## config.mk

```make
export PLATFORM = sky130hd
export DESIGN_NAME = fir_mac_multi_flat
export DESIGN_NICKNAME = d
export VERILOG_FILES = /design/src/rtl/fir_mac_multi_if.sv /design/src/rtl/fir_mac_multi.sv /design/src/flat_wrapper.sv
export SDC_FILE = /design/constraint.sdc
export NUM_CORES = 2
export LEC_CHECK = 0
export BUFFER_PORTS_ARGS = -buffer_cell sky130_fd_sc_hd__buf_2
export CORE_MARGIN = 3
export CORE_UTILIZATION = 39
export CTS_CLUSTER_SIZE = 14
export DETAILED_ROUTE_END_ITERATION = 12
export SLEW_MARGIN = 20
export SYNTH_ARGS = -nofsm -noshare
export SYNTH_HDL_FRONTEND = slang
export SYNTH_SLANG_ARGS = --single-unit
```

## constraint.sdc

```tcl
create_clock -name clk -period 5.49 [get_ports clk]
set_input_delay 0.8235 -clock clk [delete_from_list [all_inputs] [get_ports clk]]
set_output_delay 0.8235 -clock clk [all_outputs]
set_load 0.02 [all_outputs]
```

## src/rtl/fir_mac_multi_if.sv

```systemverilog
// Sample/coefficient/result bundle between the band sequencer and one FIR engine.
interface fir_mac_multi_if #(
    parameter int DATA_W = 16,
    parameter int COEF_W = 16,
    parameter int NUM_CH = 2,
    parameter int ADDR_W = 10
);
    logic                       sequencing;
    logic [NUM_CH*DATA_W-1:0]   smpl_in;
    logic [ADDR_W-1:0]          coef_addr;
    logic [COEF_W-1:0]          coef_data;
    logic [NUM_CH*DATA_W-1:0]   smpl_out;
    logic                       out_vld;
    logic                       tap_ovf;

    // sequencer side: supplies window, samples and coefficient read data
    modport master (
        output sequencing, smpl_in, coef_data,
        input  coef_addr, smpl_out, out_vld, tap_ovf
    );

    // FIR engine side
    modport slave (
        input  sequencing, smpl_in, coef_data,
        output coef_addr, smpl_out, out_vld, tap_ovf
    );
endinterface

```

## src/rtl/fir_mac_multi.sv

```systemverilog
// Multi-channel MAC FIR engine: one shared coefficient stream, NUM_CH
// parallel accumulators, saturated registered result with a valid strobe.
//
// state | meaning
// IDLE  | waiting for sequencing; coef_addr parked at 0 so coef[0] is prefetched
// CONV  | accumulating one product per channel per cycle until sequencing falls
module fir_mac_multi #(
    parameter int DATA_W   = 16,
    parameter int COEF_W   = 16,
    parameter int NUM_TAPS = 1023,
    parameter int NUM_CH   = 2,
    parameter int FRAC     = 15,
    parameter int ADDR_W   = $clog2(NUM_TAPS)
) (
    input  logic           clk,
    input  logic           rst_n,
    fir_mac_multi_if.slave bus
);
    localparam int ACC_W  = DATA_W + COEF_W + $clog2(NUM_TAPS);
    localparam int PROD_W = DATA_W + COEF_W;
    localparam int CNT_W  = $clog2(NUM_TAPS + 1);
    localparam logic [CNT_W-1:0]  TAP_LAST = CNT_W'(NUM_TAPS);
    localparam logic [ADDR_W-1:0] ADDR_MAX = ADDR_W'(NUM_TAPS - 1);

    typedef enum logic {IDLE, CONV} state_t;

    state_t                    state;
    logic signed [ACC_W-1:0]   acc [NUM_CH];
    logic [CNT_W-1:0]          tap_cnt;
    logic [ADDR_W-1:0]         coef_addr;
    logic [NUM_CH*DATA_W-1:0]  smpl_out;
    logic                      out_vld;
    logic                      tap_ovf;

    logic signed [COEF_W-1:0]  coef_s;
    logic signed [DATA_W-1:0]  smpl_s  [NUM_CH];
    logic signed [PROD_W-1:0]  prod    [NUM_CH];
    logic signed [ACC_W-1:0]   shifted [NUM_CH];
    logic [DATA_W-1:0]         sat_val [NUM_CH];

    assign coef_s       = bus.coef_data;
    assign bus.coef_addr = coef_addr;
    assign bus.smpl_out  = smpl_out;
    assign bus.out_vld   = out_vld;
    assign bus.tap_ovf   = tap_ovf;

    // Per-channel full-precision product and the saturated, rescaled accumulator.
    always_comb begin
        for (int ch = 0; ch < NUM_CH; ch++) begin
            smpl_s[ch]  = bus.smpl_in[ch*DATA_W +: DATA_W];
            prod[ch]    = PROD_W'(smpl_s[ch]) * PROD_W'(coef_s);
            shifted[ch] = acc[ch] >>> FRAC;
            sat_val[ch] = shifted[ch][DATA_W-1:0];
            // in range only if all bits above the result sign agree with it
            if (!(&shifted[ch][ACC_W-1:DATA_W-1]) && (|shifted[ch][ACC_W-1:DATA_W-1])) begin
                if (shifted[ch][ACC_W-1])
                    sat_val[ch] = {1'b1, {(DATA_W-1){1'b0}}};
                else
                    sat_val[ch] = {1'b0, {(DATA_W-1){1'b1}}};
            end
        end
    end

    // Window FSM, accumulators, address generator and registered outputs.
    always_ff @(posedge clk or negedge rst_n) begin
        if (!rst_n) begin
            state     <= IDLE;
            tap_cnt   <= '0;
            coef_addr <= '0;
            smpl_out  <= '0;
            out_vld   <= 1'b0;
            tap_ovf   <= 1'b0;
            for (int ch = 0; ch < NUM_CH; ch++) acc[ch] <= '0;
        end else begin
            out_vld <= 1'b0;
            case (state)
                IDLE: begin
                    if (bus.sequencing) begin
                        // coef[0] is already being read from address 0
                        for (int ch = 0; ch < NUM_CH; ch++) acc[ch] <= '0;
                        tap_cnt   <= '0;
                        coef_addr <= ADDR_W'(1);
                        tap_ovf   <= 1'b0;
                        state     <= CONV;
                    end else begin
                        coef_addr <= '0;
                    end
                end
                CONV: begin
                    if (bus.sequencing) begin
                        if (tap_cnt == TAP_LAST) begin
                            tap_ovf <= 1'b1;
                        end else begin
                            for (int ch = 0; ch < NUM_CH; ch++)
                                acc[ch] <= acc[ch] + ACC_W'(prod[ch]);
                            tap_cnt <= tap_cnt + CNT_W'(1);
                        end
                        if (coef_addr != ADDR_MAX)
                            coef_addr <= coef_addr + ADDR_W'(1);
                    end else begin
                        for (int ch = 0; ch < NUM_CH; ch++)
                            smpl_out[ch*DATA_W +: DATA_W] <= sat_val[ch];
                        out_vld   <= 1'b1;
                        coef_addr <= '0;
                        state     <= IDLE;
                    end
                end
                default: state <= IDLE;
            endcase
        end
    end
endmodule

```

## src/flat_wrapper.sv

```systemverilog
// flat-port wrapper written by rule: the top's interface ports become plain ports
module fir_mac_multi_flat 
#(
    parameter int DATA_W   = 16,
    parameter int COEF_W   = 16,
    parameter int NUM_TAPS = 1023,
    parameter int NUM_CH   = 2,
    parameter int FRAC     = 15,
    parameter int ADDR_W   = $clog2(NUM_TAPS)
)
  (clk, rst_n, bus_sequencing, bus_smpl_in, bus_coef_data, bus_coef_addr, bus_smpl_out, bus_out_vld, bus_tap_ovf);
  fir_mac_multi_if #(.DATA_W(DATA_W), .COEF_W(COEF_W), .NUM_CH(NUM_CH), .ADDR_W(ADDR_W)) bus_i ();
  input  logic clk;
  input  logic rst_n;
  input wire logic [$bits(bus_i.sequencing)-1:0] bus_sequencing;
  input wire logic [$bits(bus_i.smpl_in)-1:0] bus_smpl_in;
  input wire logic [$bits(bus_i.coef_data)-1:0] bus_coef_data;
  output wire logic [$bits(bus_i.coef_addr)-1:0] bus_coef_addr;
  output wire logic [$bits(bus_i.smpl_out)-1:0] bus_smpl_out;
  output wire logic [$bits(bus_i.out_vld)-1:0] bus_out_vld;
  output wire logic [$bits(bus_i.tap_ovf)-1:0] bus_tap_ovf;
  assign bus_i.sequencing = bus_sequencing;
  assign bus_i.smpl_in = bus_smpl_in;
  assign bus_i.coef_data = bus_coef_data;
  assign bus_coef_addr = bus_i.coef_addr;
  assign bus_smpl_out = bus_i.smpl_out;
  assign bus_out_vld = bus_i.out_vld;
  assign bus_tap_ovf = bus_i.tap_ovf;
  fir_mac_multi #(.DATA_W(DATA_W), .COEF_W(COEF_W), .NUM_TAPS(NUM_TAPS), .NUM_CH(NUM_CH), .FRAC(FRAC), .ADDR_W(ADDR_W)) u_core (.clk(clk), .rst_n(rst_n), .bus(bus_i));
endmodule
```

==> run_results.csv <==
group,metric,value,unit
status,outcome,"finished, violations left",
status,violations,"setup timing",
detailed_routing,ant_nets,0,
timing,slew_viol_final,0,
yosys,syn_inst,3327,
floorplan,die_h,287,um
critical_path,max_stage_delay,0.62,ns
timing,hold_viol,0,
clock_network,cts_root_buf,"clkbuf_16",
detailed_routing,avgViaCountPerCell,4.84,
clock_network,clockBufferDepth,2,
critical_path,crit_top_cell,"fa_1",
clock_network,cts_tree,"built",
timing,fin_crit_sh,1.12,
detailed_routing,num_vias,23493,
floorplan,num_io_pins,95,
yosys,syn-cell-area,30900,um2
yosys,ys_seq_elements,139,
critical_path,path_class,"in -> reg",
yosys,yosysSeqAreaShare,0.113,
global_routing,antenna_found_initial,2,
global_routing,grt_pass1_wl,130000,um
detailed_routing,dr.pass1.iters,5,
critical_path,cpMaxStageDelayCell,"or4_4",
critical_path,path_cells,"buf_6, buf_12, buf_12, nand2_1, fa_1, inv_1, fa_1, fa_1, fa_1, fa_1, inv_1, fa_1, inv_1, ha_4, o21a_1, o32ai_2, o211ai_1, o211ai_1, or4_4, a2111oi_4, o31a_2, o31ai_2",
placed_design,place_congestion,0.860,
critical_path,critPathBufInv,6,
timing,slew_headroom,0.317,
critical_path,end_kind,"flop",
critical_path,worstSetupStartpointType,"input port",
global_routing,grt_max_degree,50,
layout,syn_to_final_growth,26.3,%
detailed_routing,first_iter_violations,965,
layout,layout.nets,4768,
critical_path,r2r_setup_slack,0.12,ns
yosys,synth_edf_count,0,
yosys,syn_nets,4295,
floorplan,die_x,287,um
yosys,async_flop_share,1.00,
global_routing,grt_pass1_vias,25495,
yosys,syn_area_per_cell,9.28,um2
floorplan,die_area,82600,um2
clock_network,clkTransAtPathRegs,0.07,ns
yosys,ys_warn_count,0,
placed_design,io_buffers,94,
placed_design,dpl.hpwl,64300,um
timing,tightestPinTransition,1.02,ns
flow_run,cap_violations,0,
timing,fin_ws,-0.683,ns
timing,rsz0062_at_grt,"yes",
detailed_routing,route.detailed.drc,0,
floorplan,core,78000,um2
timing,min_period,6.17,ns
clock_network,clk_latency,0.49,ns
critical_path,r2r-start,"u_core.acc[45]",
critical_path,reg2reg_depth,20,
timing,finalSetupViolCount,50,
layout,seqCellArea,3480,um2
timing,fmax,0.162,GHz
global_routing,grt_usage,0.198,
floorplan,start_util,0.396,
critical_path,worst-endpoint-arrival,6.52,ns
clock_network,hold_buffers,0,
layout,fillers,7270,
layout,drive_gt1_frac,0.243,
critical_path,path_delay_family,"adder cells",
critical_path,critPathMaxFanout,6,
clock_network,cts_sinks,139,
timing,hold_slack,0.303,ns
critical_path,regToRegEndpoint,"u_core.acc[77]",
timing,finClkSkew,0.0175,ns
yosys,ys.flop_type,"dfrtp_1",
floorplan,num_rows,102,
global_routing,grt.overflow.total,0,
layout,multi_input_area,25600,um2
critical_path,critPathRequiredTime,5.84,ns
clock_network,cts_made_buffers,17,
yosys,ys_types,64,
detailed_routing,wl,77400,um
clock_network,htree_num_levels,4,
min_path,hold_class,"in -> async",
detailed_routing,wl_per_cell,15.9,um
-- Yosys cell counts, types with 31 or more instances --
| cell | number | area share |
|---|---|---|
| a21o_1 | 31 | 0.0075 |
| a21oi_1 | 74 | 0.012 |
| and2_1 | 241 | 0.049 |
| clkbuf_1 | 117 | 0.014 |
| dfrtp_1 | 139 | 0.11 |
| fa_1 | 676 | 0.44 |
| ha_1 | 241 | 0.098 |
| inv_1 | 840 | 0.10 |
| nand2_1 | 375 | 0.046 |
| nor2_1 | 98 | 0.012 |
| o21ai_0 | 129 | 0.021 |
| xnor2_1 | 50 | 0.014 |
-- registers in the layout, indices dropped and copies added, names as in the netlist --
signal and flops:
u_core.acc 84, u_core.bus.smpl_out 32, u_core.bus.coef_addr 10, u_core.tap_cnt 10, u_core.bus.out_vld 1, u_core.bus.tap_ovf 1, u_core.state 1
-- metal layers --
metal	global-route usage	share of wire	wire, um	up-vias
li1	-	-	-	10976
met1	0.271	0.45	34700	12109
met2	0.337	0.50	38400	338
met3	0.0241	0.035	2670	68
met4	0.0475	0.021	1620	2
met5	0	0.00017	13	-
-- worst register-to-register path: stages (launching register included) --
cell	delay [ns]
dfrtp_1	0.39
ha_1	0.28
inv_1	0.05
fa_1	0.49
inv_1	0.04
ha_1	0.27
ha_1	0.28
inv_1	0.05
fa_1	0.47
inv_1	0.04
ha_1	0.23
fa_1	0.48
a211oi_2	0.31
o21bai_2	0.17
o41ai_4	0.44
buf_4	0.22
a21boi_4	0.05
o211a_1	0.29
o21a_1	0.24
a31o_2	0.25
a211o_1	0.24
-- placed cells by master (no fill, tap or decap), drive strengths merged, types with 6 or more instances in the layout --
cell / instances
o21bai: 17
nor2: 98
nand4: 17
and3: 13
o21ai: 130
nand2b: 7
a31oi: 26
xor2: 28
or3: 13
nor2b: 6
inv: 847
nor3: 16
o41ai: 6
nand3: 30
dfrtp: 139
a211oi: 17
nand2: 375
xnor2: 50
a32o: 9
and2: 241
o211ai: 8
buf: 567
clkbuf: 24
o21a: 11
fa: 676
nor4: 7
a21oi: 74
ha: 241
a22o: 16
o31ai: 15
a21o: 32
-- what timing repair did --
item                                    in CTS  in global routing
endpoints found under the setup margin      59                 59
buffers inserted                            48                 29
resized for setup                          262                133
gates cloned                                 4                  2
pin swaps                                  156                100
-- final cells by class --
cell class	instances	share of cell area
clock buffers	19	0.0116
clock inverters	13	0.00330
flip-flops and latches	139	0.0892
multi-input cells	2227	0.656
inverters	840	0.0811
well taps	1040	0.0334
diodes	2	0.000128
repair buffers	575	0.125
-- how the worst max path moves through the flow --
stage	slack, ns	depth (start not counted)	from	end
2_1_floorplan	-1.07	20	bus_smpl_in[21]	u_core.acc[40]
3_3_place_gp	-1.42	19	bus_coef_data[1]	u_core.acc[40]
4_1_cts	-0.70	20	bus_smpl_in[19]	u_core.acc[40]
5_1_grt	-0.88	23	bus_coef_data[10]	u_core.acc[40]
3_5_place_dp	-1.50	19	bus_coef_data[1]	u_core.acc[38]
6_report	-0.68	22	bus_coef_data[10]	u_core.acc[40]
-- cell families (layout without fill, tap and decap cells) --
logic type,count (synthesis),in the layout,synth area share
buf+inv,961,1447,0.117
compound gates,400,400,0.0835
fa+ha+maj,917,917,0.536
xor+xnor,78,78,0.0221
flops,139,139,0.113
simple gates,832,832,0.129
other cells,0,2,0
-- per-stage QoR --
step / cells / worst slack [ns] / TNS, ns / utilization / instance area (um2)
2_1_floorplan: 3327 / -1.07 / -23.07 / - / 31800
3_3_place_gp: 4744 / -1.42 / -65.25 / 0.463 / 36100
3_5_place_dp: 4744 / -1.50 / -67.99 / 0.463 / 36100
4_1_cts: 4825 / -0.702 / -21.14 / 0.489 / 38100
5_1_grt: 4854 / -0.877 / -31.14 / 0.500 / 39000
6_report: 4855 / -0.683 / -21.34 / 0.500 / 39000
Power is left out: the tool's default activity adds up to more than one toggle a clock period on the data nets, which glitch-free logic cannot reach.
